`src/rtl/timer_pkg.sv`:
```
// Shared constants for the interval timer: controller state encoding,
// interval counter width and the 10 s counter length in 1 s ticks.
package timer_pkg;

   localparam int IVAL_W         = 8;
   localparam int CNT_10S_CYCLES = 10;

   typedef enum logic [1:0] {
      ST_IDLE   = 2'd0,
      ST_RUN    = 2'd1,
      ST_GAP    = 2'd2,
      ST_FINISH = 2'd3
   } state_e;

endpackage

```
`src/rtl/cnt_10s.sv`:
```
// Counts enabled 1 s ticks and raises a sticky flag after ten of them;
// dropping the enable clears both the count and the flag.
module cnt_10s
   import timer_pkg::*;
(
   input  logic clk_out,
   input  logic rst_n,
   input  logic en_cnt_10s,
   output logic cnt_out_10s
);

   localparam int CW = $clog2(CNT_10S_CYCLES);
   localparam logic [CW-1:0] CNT_LAST = CW'(CNT_10S_CYCLES - 1);

   logic [CW-1:0] cnt_q, cnt_d;
   logic          flag_q, flag_d;

   always_comb begin
      cnt_d  = cnt_q;
      flag_d = flag_q;
      if (!en_cnt_10s) begin
         cnt_d  = '0;
         flag_d = 1'b0;
      end else if (!flag_q) begin
         if (cnt_q == CNT_LAST) begin
            cnt_d  = '0;
            flag_d = 1'b1;
         end else begin
            cnt_d = cnt_q + 1'b1;
         end
      end
   end

   always_ff @(posedge clk_out or negedge rst_n) begin
      if (!rst_n) begin
         cnt_q  <= '0;
         flag_q <= 1'b0;
      end else begin
         cnt_q  <= cnt_d;
         flag_q <= flag_d;
      end
   end

   assign cnt_out_10s = flag_q;

endmodule

```
`src/rtl/interval_timer_top.sv`:
```
// Test wrapper pairing the run controller with its 10 s counter.
module interval_timer_top
   import timer_pkg::*;
#(
   parameter int N_INTERVALS = 6
) (
   input  logic              clk_out,
   input  logic              rst_n,
   input  logic              start,
   input  logic              abort,
   output logic              en_cnt_10s,
   output logic              busy,
   output logic              done,
   output logic              aborted,
   output logic [IVAL_W-1:0] ival_cnt
);

   logic cnt_out_10s;

   interval_ctrl #(.N_INTERVALS(N_INTERVALS)) u_ctrl (
      .clk_out     (clk_out),
      .rst_n       (rst_n),
      .start       (start),
      .abort       (abort),
      .cnt_out_10s (cnt_out_10s),
      .en_cnt_10s  (en_cnt_10s),
      .busy        (busy),
      .done        (done),
      .aborted     (aborted),
      .ival_cnt    (ival_cnt)
   );

   cnt_10s u_cnt (
      .clk_out     (clk_out),
      .rst_n       (rst_n),
      .en_cnt_10s  (en_cnt_10s),
      .cnt_out_10s (cnt_out_10s)
   );

endmodule

```
`src/rtl/interval_ctrl.sv`:
```
// Run controller: sequences N_INTERVALS ten-second intervals through an
// external cnt_10s, with abort, a one-cycle gap between intervals and done.
module interval_ctrl
   import timer_pkg::*;
#(
   parameter int N_INTERVALS = 6
) (
   input  logic              clk_out,
   input  logic              rst_n,
   input  logic              start,
   input  logic              abort,
   input  logic              cnt_out_10s,
   output logic              en_cnt_10s,
   output logic              busy,
   output logic              done,
   output logic              aborted,
   output logic [IVAL_W-1:0] ival_cnt
);

   localparam logic [IVAL_W-1:0] N_LAST = IVAL_W'(N_INTERVALS);

   state_e            state_q, state_d;
   logic [IVAL_W-1:0] ival_q, ival_d, ival_inc;
   logic              en_q, en_d;
   logic              busy_q, busy_d;
   logic              done_q, done_d;
   logic              aborted_q, aborted_d;

   // Outputs are computed for the state being entered, then registered.
   always_comb begin
      state_d   = state_q;
      ival_d    = ival_q;
      ival_inc  = ival_q + 8'd1;
      en_d      = 1'b0;
      busy_d    = 1'b0;
      done_d    = 1'b0;
      aborted_d = 1'b0;
      case (state_q)
         ST_IDLE: begin
            if (start && !abort) begin
               state_d = ST_RUN;
               ival_d  = '0;
               en_d    = 1'b1;
               busy_d  = 1'b1;
            end
         end
         ST_RUN: begin
            if (abort) begin
               state_d   = ST_IDLE;
               aborted_d = 1'b1;
            end else if (cnt_out_10s) begin
               ival_d = ival_inc;
               busy_d = 1'b1;
               if (ival_inc == N_LAST) begin
                  state_d = ST_FINISH;
                  done_d  = 1'b1;
               end else begin
                  state_d = ST_GAP;
               end
            end else begin
               en_d   = 1'b1;
               busy_d = 1'b1;
            end
         end
         // Enable held low for this one cycle so cnt_10s drops its flag.
         ST_GAP: begin
            if (abort) begin
               state_d   = ST_IDLE;
               aborted_d = 1'b1;
            end else begin
               state_d = ST_RUN;
               en_d    = 1'b1;
               busy_d  = 1'b1;
            end
         end
         ST_FINISH: begin
            state_d = ST_IDLE;
         end
         default: begin
            state_d = ST_IDLE;
         end
      endcase
   end

   always_ff @(posedge clk_out or negedge rst_n) begin
      if (!rst_n) begin
         state_q   <= ST_IDLE;
         ival_q    <= '0;
         en_q      <= 1'b0;
         busy_q    <= 1'b0;
         done_q    <= 1'b0;
         aborted_q <= 1'b0;
      end else begin
         state_q   <= state_d;
         ival_q    <= ival_d;
         en_q      <= en_d;
         busy_q    <= busy_d;
         done_q    <= done_d;
         aborted_q <= aborted_d;
      end
   end

   assign en_cnt_10s = en_q;
   assign busy       = busy_q;
   assign done       = done_q;
   assign aborted    = aborted_q;
   assign ival_cnt   = ival_q;

endmodule

```
`config.mk`:
```
export PLATFORM = sky130hd
export DESIGN_NAME = interval_timer_top
export DESIGN_NICKNAME = d
export VERILOG_FILES = /design/src/rtl/timer_pkg.sv /design/src/rtl/cnt_10s.sv /design/src/rtl/interval_timer_top.sv /design/src/rtl/interval_ctrl.sv
export SDC_FILE = /design/constraint.sdc
export NUM_CORES = 1
export LEC_CHECK = 0
export ABC_AREA = 0
export CORE_ASPECT_RATIO = 2
export CORE_MARGIN = 8
export CORE_UTILIZATION = 32
export CTS_CLUSTER_DIAMETER = 120
export DETAILED_ROUTE_END_ITERATION = 16
export PLACE_DENSITY_LB_ADDON = 0.12
export SLEW_MARGIN = 30
export SYNTH_ARGS = -nofsm -noshare
export SYNTH_HDL_FRONTEND = slang
export SYNTH_HIERARCHICAL = 1
export SYNTH_SLANG_ARGS = --single-unit
```
`constraint.sdc`:
```
create_clock -name clk_out -period 2 [get_ports clk_out]
set_input_delay 0.5 -clock clk_out [delete_from_list [all_inputs] [get_ports clk_out]]
set_output_delay 0.5 -clock clk_out [all_outputs]
set_load 0.02 [all_outputs]
```
==> metrics.md, run 1 <==
| Metric | Value |
|---|---|
| Warnings from Yosys | 6 |
| Final Power | 1.76 mW |
| Largest net degree at the start of global routing | 20 |
| Most common cell after layout, fill and taps aside | dfrtp_1 |
| Slowest CP cell | clkdlybuf4s50_1 |
| Average size of a mapped cell | 9.52 sq um |
| Die span in y | 101 um |
| Final Max Tran Viols | 0 |
| Overflow after GRT | 0 |
| PwrDens | between 1000 and 1500 nW/um^2 |
| Total number of vias | between 900 and 1,000 |
| First-pass GRT wire length | 4370 um |
| Rel. slew slack | 0.784 |
| Hold Vio Cnt, Final | 0 |
| Final period utilization | 0.964 |
| Worst r2r src | u_ctrl/state_q[0] |
| # resized after CTS | 0 |
| I/O pin cnt | 16 |
| Worst Hold Margin | 573 ps |
| Tmin final | between 1500 and 2000 ps |
| Row count | 31 |
| Total GRT Usage | 0.0939 |
| Area contributors post-synth | dfrtp_1 41%, ha_1 8.7%, nand2_1 3.9% |
| Vias in the first global route | 967 |
| Total Wirelength | between 2000 and 2500 um |
| CTS Buf Count | 3 |
| Root cell of the clock tree | clkbuf_8 |
| # Post-CTS Setup Buffers | 0 |
| Max Cap Violations | 0 |
| CP peak stage delay | about 660 ps |
| Synth area leader | dfrtp_1 |
| EDFF count, synth | 0 |
| Worst Tran Pin Value | approximately 320 ps |
| Top-area cell type share of the netlist area | 0.413 |
| Port buffer count | 15 |
| DP Worst Slack | 15.0 ps |
| CP endpoint kind | primary output |
| Chip width | 58.4 um |
| Drt pass-1 iters | 4 |
| Worst skew pair latency | 260 ps |
| Register area share after synthesis | 0.413 |
| Crit path max-delay family | buffers and inverters |
| Drt wl/cell | 12.3 um |
| Arrival time at the worst endpoint | ~1400 ps |
| Main synth FF type | dfrtp_1 |
| H-tree depth | 1 |
| Leakage | approximately 0.65 nW |
| Register-to-Register Path Depth | 8 |
| Share of post-route cells with drive strength above 1 | 0.154 |
| Worst Setup Start Kind | register |
| Initial core utilization | 0.326 |
| Status | finished, final reports clean |
| Most frequent cells in the layout | 18 x dfrtp_1, 15 x clkdlybuf4s50_1, 14 x buf_4, 12 x nand2_1 |
| Unrepaired setup endpoints after global routing | false |
| Sink Count | 19 |
| Reg-to-reg setup timing slack | between 150 and 200 ps |
| Worst VDD drop | ~0.57 mV |
| Clk pin slew, worst setup/hold paths | 80 ps |
| Via/cell ratio | 4.65 |
| R2r endpoint | u_ctrl/ival_cnt[5] |
| Required time of the critical path | 1500 ps |
| WP buf/inv | 1 |
| CTS tree | yes |
| Final worst setup slack | 72.6 ps |
| Mapped Cells | 121 |
| Clk_skew | 2.99 ps |
| Residual antenna-violating net count after detailed routing | 0 |
| Post-synthesis cell type count | 40 |
| Area of the die | 5890 sq um |
| Number of DRC markers in iteration 0 | 11 |
| Routability Congestion | 0.715 |
| Worst hold path type | input port to asynchronous set/reset pin |
| Layout area overhead | 28.4% |
| Crit path cell chain | clkdlybuf4s50_1 |
| Async set or reset register ratio after synthesis | 1.00 |
| Core area | roughly 3500 sq um |
| Synth Cell Area | 1150 sq um |
| Synth Register Bits | 19 |
| CTS Hold Bufs | 0 |
| # DRC | 0 |
| N_diodes | 0 |
| Setup Viol. Count Final | 0 |
| Deepest clock path buffer count | 2 |
| Type of the worst setup path | register to primary output |
| Final nets | 162 |
| Post-DP HPWL | 1850 um |
| Syn nets | 133 |
| Setup total negative slack | 0 ps |
| Fill cell count | 350 |
| Initial antenna violation count | 0 |
| Max frequency | 519 MHz |
| Maximum fanout along the worst path | 9 |
## per-layer routing
metal  GRT usage  wire, um  vias up
met4      0.0513        52        0
met3      0.0205       101        5
met1       0.119      1190      419
met5           0         0        -
li1            -         -      482
met2       0.141      1090       15
## kinds of logic (layout without fill, tap and decap cells)
family,Yosys count,count (layout),synth area share
and+or+nand+nor,44,44,0.199
AOI/OAI and AO/OA,30,30,0.187
DFF,19,19,0.413
buffers and inverters,13,41,0.0575
adders and majority gates,8,8,0.0869
muxes,4,4,0.0347
xor gates and xnor gates,3,3,0.0228
## cells in the mapped netlist (all sizes together) (2+ instances only)
master,instances
dfrtp,19
nor2,6
mux2i,4
o31ai,2
nor3,6
xnor2,3
a21oi,4
o21ai,7
buf,4
nand2b,4
and3,2
a21o,3
a22o,3
ha,8
nand3,4
nor2b,3
inv,8
and2,3
a21boi,2
nand2,12
## worst max-delay path by stage
stage                            start                end  slack, ps  depth (start not counted)
global route        u_ctrl/ival_cnt[5]        ival_cnt[5]         10                          1
CTS                 u_ctrl/ival_cnt[6]        ival_cnt[6]         30                          1
global placement                 abort  u_ctrl/state_q[0]         20                          4
floorplan           u_ctrl/ival_cnt[0]        u_ctrl/done        150                          5
finish              u_ctrl/ival_cnt[5]        ival_cnt[5]         70                          1
detailed placement               abort  u_ctrl/state_q[0]         20                          4
## report_power, final
group	switching (mW)	leakage [nW]	internal, mW
combinational	0.445	0.388	0.445
clock	0.138	0.0255	0.139
sequential	0.112	0.235	0.483
## flip-flops by register name, indices dropped and copies added (netlist names)
name / cells
u_ctrl/done: 1
u_cnt/cnt_out_10s: 1
u_ctrl/ival_cnt: 8
u_ctrl/en_cnt_10s: 1
u_ctrl/aborted: 1
u_ctrl/state_q: 2
u_cnt/cnt_q: 4
u_ctrl/busy: 1
## layout make-up
cell class,count,area (sq um),area share
clock inverters,1,5.00,0.00338
repair buffers,29,255,0.172
clock buffers,3,41.3,0.0279
inverters,8,30.0,0.0203
well taps,49,61.3,0.0414
flip-flops and latches,19,477,0.322
multi-input cells,89,611,0.413
## per-stage QoR
stage	area (sq um)	util	std cells
2_1_floorplan	1150	-	121
3_3_place_gp	1430	0.406	194
3_5_place_dp	1430	0.406	194
4_1_cts	1480	0.419	198
5_1_grt	1480	0.419	198
6_report	1480	0.419	198
(Power assumes the default switching activity.)
==> run 2: changes to the inputs <==
DONT_BUFFER_PORTS = 1   (was not set)
==> run 2 against run 1 <==
Utilization shrank 3.6 points. Sequential share of layout area up 2.9 points. Register-to-register slack lost 70 ps. Routed wire length is 12% higher. Clock power is essentially flat. Clock skew grew 4.1 ps. First-iteration DRC count increased by 9.1%. Worst setup slack improved by 39 ps. Largest cell class unchanged.
==> metrics.md, run 2 (synthesized netlist as in run 1, its figures left out) <==
| Metric | Value |
|---|---|
| Status | finished, final reports clean (unchanged) |
| Hold Vio Cnt, Final | 0 (unchanged) |
| Final Util | 0.383 (was 0.419) |
| Initial antenna violation count | 0 (unchanged) |
| CP endpoint kind | register (was primary output) |
| Row count | 31 (unchanged) |
| Residual antenna-violating net count after detailed routing | 0 (unchanged) |
| Worst Setup Start Kind | register (unchanged) |
| Final Max Tran Viols | 0 (unchanged) |
| Total GRT Usage | 0.0892 (was 0.0939) |
| Chip width | 58.4 um (unchanged) |
| Maximum fanout along the worst path | 5 (was 9) |
| Drt wl/cell | 14.7 um (was 12.3 um) |
| Via/cell ratio | 4.88 (was 4.65) |
| Max Cap Violations | 0 (unchanged) |
| Final nets | 149 (was 162) |
| Number of DRC markers in iteration 0 | 12 (was 11) |
| Clk pin slew, worst setup/hold paths | 80 ps (about the same) |
| Worst VDD drop | 0.520 mV (was 0.573 mV) |
| Worst hold path type | input port to asynchronous set/reset pin (unchanged) |
| Drt pass-1 iters | 4 (unchanged) |
| Sink Count | 19 (unchanged) |
| Core area | 3530 sq um (unchanged) |
| Number of flip-flops in the largest register | 8 (unchanged) |
| Setup Viol. Count Final | 0 (unchanged) |
| Tmin final | 1890 ps (was 1930 ps) |
| Vias in the first global route | 832 (was 967) |
| Port buffer count | 0 (was 15) |
| # DRC | 0 (unchanged) |
| First-pass GRT wire length | 4060 um (was 4370 um) |
| Total number of vias | 903 (was 921) |
| Final Power | 1.71 mW (was 1.76 mW) |
| Root cell of the clock tree | clkbuf_8 (unchanged) |
| Routability Congestion | 0.707 (was 0.715) |
| Fill cell count | 356 (was 350) |
| Most common cell after layout, fill and taps aside | dfrtp_1 (unchanged) |
| Max frequency | 530 MHz (was 519 MHz) |
| CTS tree | yes (unchanged) |
| Arrival time at the worst endpoint | 2080 ps (was 1430 ps) |
| I/O pin cnt | 16 (unchanged) |
| Area of the die | 5890 sq um (unchanged) |
| Rel. slew slack | 0.709 (was 0.784) |
| Worst Tran Pin Value | 437 ps (was 323 ps) |
| Die span in y | 101 um (unchanged) |
| Initial core utilization | 0.326 (unchanged) |
| Total Wirelength | 2730 um (was 2440 um) |
| H-tree depth | 1 (unchanged) |
| Largest net degree at the start of global routing | 20 (unchanged) |
| Required time of the critical path | 2190 ps (was 1500 ps) |
| Clk_skew | 7.13 ps (was 2.99 ps) |
| Most frequent cells in the layout | 19 x dfrtp_1, 14 x buf_4, 12 x nand2_1, 8 x inv_1, 7 x ha_1 (was 18 x dfrtp_1, 15 x clkdlybuf4s50_1, 14 x buf_4, 12 x nand2_1) |
| Worst skew pair latency | 260 ps (about the same) |
| N_diodes | 0 (unchanged) |
| Leakage | 0.596 nW (was 0.649 nW) |
| Layout area overhead | 17.4% (was 28.4%) |
| CTS Buf Count | 3 (unchanged) |
| PwrDens | 1260 nW/um^2 (was 1190 nW/um^2) |
| Post-DP HPWL | 1870 um (was 1850 um) |
| Deepest clock path buffer count | 2 (unchanged) |
| Overflow after GRT | 0 (unchanged) |
| Share of post-route cells with drive strength above 1 | 0.176 (was 0.154) |
| Final period utilization | 0.944 (was 0.964) |
| Type of the worst setup path | register to register (was register to primary output) |
-- run 2: final cells by class --
cell class / count / area (sq um) / area share
clock buffers: 4 / 45.0 / 0.0333
inverters: 8 / 30.0 / 0.0222
multi-input cells: 90 / 631 / 0.466
flip-flops and latches: 19 / 475 / 0.352
well taps: 49 / 61.3 / 0.0453
repair buffers: 15 / 110 / 0.0814
-- run 2: final timing paths --
check | from | to | slack, ps | depth (start not counted)
max | u_ctrl/state_q[0] | u_ctrl/ival_cnt[5] | 110 | 8
min | rst_n | u_ctrl/state_q[0] | 170 | 1
max reg2reg | u_ctrl/state_q[0] | u_ctrl/ival_cnt[5] | 110 | 8
min reg2reg | u_cnt/cnt_q[2] | u_cnt/cnt_q[3] | 590 | 2
max in group asynchronous | rst_n | u_cnt/cnt_q[3] | 1520 | 1
min in group clk_out | abort | u_ctrl/en_cnt_10s | 300 | 1
-- run 2: power breakdown --
| group | internal [mW] | switching, mW | total, mW |
|---|---|---|---|
| clock network | 0.142 | 0.135 | 0.277 |
| registers | 0.482 | 0.142 | 0.624 |
| logic | 0.366 | 0.441 | 0.807 |
| total | 0.990 | 0.719 | 1.71 |
-- run 2: worst max-delay path, stage by stage (launching register included) --
cell and delay (ps):
dfrtp_1 410, inv_1 80, ha_1 240, nand2b_1 220, a211o_4 400, buf_4 160, nor3_1 120, a21oi_1 60
o21ai_1 120
-- run 2: timing repair --
action                                  CTS  global route
hold buffers                              1             0
hold endpoints to repair                 19             0
buffers inserted                          0             1
endpoints found under the setup margin    0             4
resized for setup                         0             3
-- run 2: metal layers --
layer  GRT usage  routed length [um]  vias to the layer above
li1            -                   -                      454
met1       0.110                1210                      430
met2       0.139                1350                       15
met3      0.0205                 129                        4
met4      0.0456                  42                        0
met5           0                   0                        -
-- run 2: through the flow --
step	setup WS, ps	hold slack, ps	std cells	setup TNS, ps	cell area (sq um)
after floorplan	150	204	121	0	1150
after global placement	87.9	205	178	0	1270
after detailed placement	99.2	205	178	0	1270
after CTS	82.2	297	183	0	1330
after global routing	-35.1	203	185	-35.1	1350
final	112	169	185	0	1350
==> run 3: changes to the inputs <==
CORE_MARGIN = not set   (was 8)
==> run 3 against run 2 <==
Die area decreased by 35%. Utilization about the same. Fmax is 1.5% higher. Sequential share of layout area is 1.1 points higher. Routed wire length fell by 7.8%. Via count is 1.9% lower. Final area decreased by 3.1%. Clock power decreased by 3%. Sequential cell count stayed put. Global-route usage rose by 5.6 points. Final cell count shrank 2.7%. Largest power group unchanged. Highest routed layer unchanged.
==> metrics.md, run 3 (synthesized netlist as in run 1, its figures left out) <==
| Metric | Value |
|---|---|
| Routability Congestion | 0.773 (was 0.707) |
| CTS tree | yes (unchanged) |
| # DRC | 0 (unchanged) |
| Most frequent cells in the layout | 19 x dfrtp_1, 12 x nand2_1, 11 x buf_4, 8 x inv_1, 8 x ha_1 (was 19 x dfrtp_1, 14 x buf_4, 12 x nand2_1, 8 x inv_1, 7 x ha_1) |
| Area of the die | 3860 sq um (was 5890 sq um) |
| Chip width | 44.4 um (was 58.4 um) |
| I/O pin cnt | 16 (unchanged) |
| R2r endpoint | u_ctrl/ival_cnt[3] (was u_ctrl/ival_cnt[5]) |
| Arrival time at the worst endpoint | 2010 ps (was 2080 ps) |
| Port buffer count | 0 (unchanged) |
| Finished Cell Area | 1310 sq um (was 1350 sq um) |
| Core area | 3420 sq um (was 3530 sq um) |
| Die span in y | 86.9 um (was 101 um) |
| Worst r2r src | u_ctrl/state_q[0] (unchanged) |
| Register-to-Register Path Depth | 6 (was 8) |
| Reg-to-reg setup timing slack | 140 ps (was 110 ps) |
| Total GRT Usage | 0.146 (was 0.0892) |
| Drt pass-1 iters | 4 (unchanged) |
| Total placed instance area | 1260 sq um (was 1270 sq um) |
| Layout area overhead | 13.7% (was 17.4%) |
| Final nets | 145 (was 149) |
| Overflow after GRT | 0 (unchanged) |
| Worst Hold Margin | 181 ps (was 169 ps) |
| Sink Count | 19 (unchanged) |
| PwrDens | 1240 nW/um^2 (was 1260 nW/um^2) |
| Rel. slew slack | 0.705 (was 0.709) |
| Tmin final | 1860 ps (was 1890 ps) |
| Number of DRC markers in iteration 0 | 11 (was 12) |
| Clk pin slew, worst setup/hold paths | 80 ps (about the same) |
| Via/cell ratio | 4.92 (was 4.88) |
| Clk_skew | 2.28 ps (was 7.13 ps) |
| Worst skew pair latency | 250 ps (was 260 ps) |
| Worst Tran Pin Value | 442 ps (was 437 ps) |
| Post-DP HPWL | 1980 um (was 1870 um) |
| Initial core utilization | 0.337 (was 0.326) |
| Total number of vias | 886 (was 903) |
| Unrepaired setup endpoints after global routing | false |
| Total Wirelength | 2510 um (was 2730 um) |
| Leakage | 0.582 nW (was 0.596 nW) |
| First-pass GRT wire length | 4170 um (was 4060 um) |
| Worst hold path type | input port to asynchronous set/reset pin (unchanged) |
| CTS Buf Count | 3 (unchanged) |
| Finished Layout Cells | 180 (was 185) |
| Largest net degree at the start of global routing | 20 (unchanged) |
| Final period utilization | 0.930 (was 0.944) |
| Initial antenna violation count | 0 (unchanged) |
| Max Cap Violations | 0 (unchanged) |
| Cell count after placement | 175 (was 178) |
| Root cell of the clock tree | clkbuf_8 (unchanged) |
| Required time of the critical path | 2140 ps (was 2190 ps) |
| Status | finished, final reports clean (unchanged) |
| Fill cell count | 360 (was 356) |
| Final worst setup slack | 140 ps (was 112 ps) |
| # resized after CTS | 0 (unchanged) |
| Drt wl/cell | 14.0 um (was 14.7 um) |
| Row count | 30 (was 31) |
| Residual antenna-violating net count after detailed routing | 0 (unchanged) |
| H-tree depth | 1 (unchanged) |
| Type of the worst setup path | register to register (unchanged) |
| Most common cell after layout, fill and taps aside | dfrtp_1 (unchanged) |
| Final Max Tran Viols | 0 (unchanged) |
| DP Worst Slack | 140 ps (was 99.2 ps) |
| Setup Viol. Count Final | 0 (unchanged) |
| Worst Setup Start Kind | register (unchanged) |
| CP endpoint kind | register (unchanged) |
| N_diodes | 0 (unchanged) |
| Vias in the first global route | 924 (was 832) |
| Hold Vio Cnt, Final | 0 (unchanged) |
| Number of flip-flops in the largest register | 8 (unchanged) |
| Maximum fanout along the worst path | 12 (was 5) |
| Worst VDD drop | 0.561 mV (was 0.520 mV) |
| Setup total negative slack | 0 ps (unchanged) |
| Share of post-route cells with drive strength above 1 | 0.152 (was 0.176) |
| Deepest clock path buffer count | 2 (unchanged) |
| Max frequency | 537 MHz (was 530 MHz) |
[run 3: layout make-up]
cell class	count	area [sq um]	share of cell area
sequential	19	475	0.363
inverter	8	30.0	0.0229
clock buffer	3	41.3	0.0315
timing repair buffer	12	87.6	0.0669
clock inverter	1	5.00	0.00382
tap	48	60.1	0.0458
multi-input combinational	89	611	0.466
[run 3: metal layers]
metal	up-vias	track usage	part of all wire
met5	-	0	0
met4	0	0.0551	0.021
met3	4	0.0332	0.029
met2	11	0.287	0.59
met1	424	0.133	0.36
li1	447	-	-
[run 3: worst max path at each step]
stage                     slack [ps]            endpoint               start  depth (start not counted)
after floorplan                  150         u_ctrl/done  u_ctrl/ival_cnt[0]                          5
after CTS                        130  u_ctrl/ival_cnt[3]   u_ctrl/state_q[0]                          6
final                            140  u_ctrl/ival_cnt[3]   u_ctrl/state_q[0]                          6
after global routing               6  u_ctrl/ival_cnt[6]   u_ctrl/state_q[1]                          7
after global placement           170  u_ctrl/ival_cnt[3]   u_ctrl/state_q[0]                          6
after detailed placement         140  u_ctrl/ival_cnt[3]   u_ctrl/state_q[0]                          6
[run 3: critical path, stage by stage, from the launching register on]
cell and delay (ps):
dfrtp_1 410, inv_1 80, ha_1 240, nand2b_1 150, a211o_1 440, buf_4 210, a22o_1 220
[run 3: power by group]
part           leakage (nW)  switching [mW]  total [mW]  internal, mW
sequential            0.236           0.166       0.647         0.481
combinational         0.321           0.383       0.703         0.320
clock                0.0255           0.132       0.270         0.138
[run 3: what timing repair did]
item,CTS,global route
hold buffers,1,0
hold endpoints to repair,19,0
buffers inserted,0,0
[run 3: stage by stage]
| step | total power, mW | utilization |
|---|---|---|
| global placement | 1.35 | 0.368 |
| floorplan | 1.15 | - |
| finish | 1.62 | 0.384 |
| global route | 1.75 | 0.384 |
| CTS | 1.65 | 0.385 |
| detailed placement | 1.36 | 0.368 |
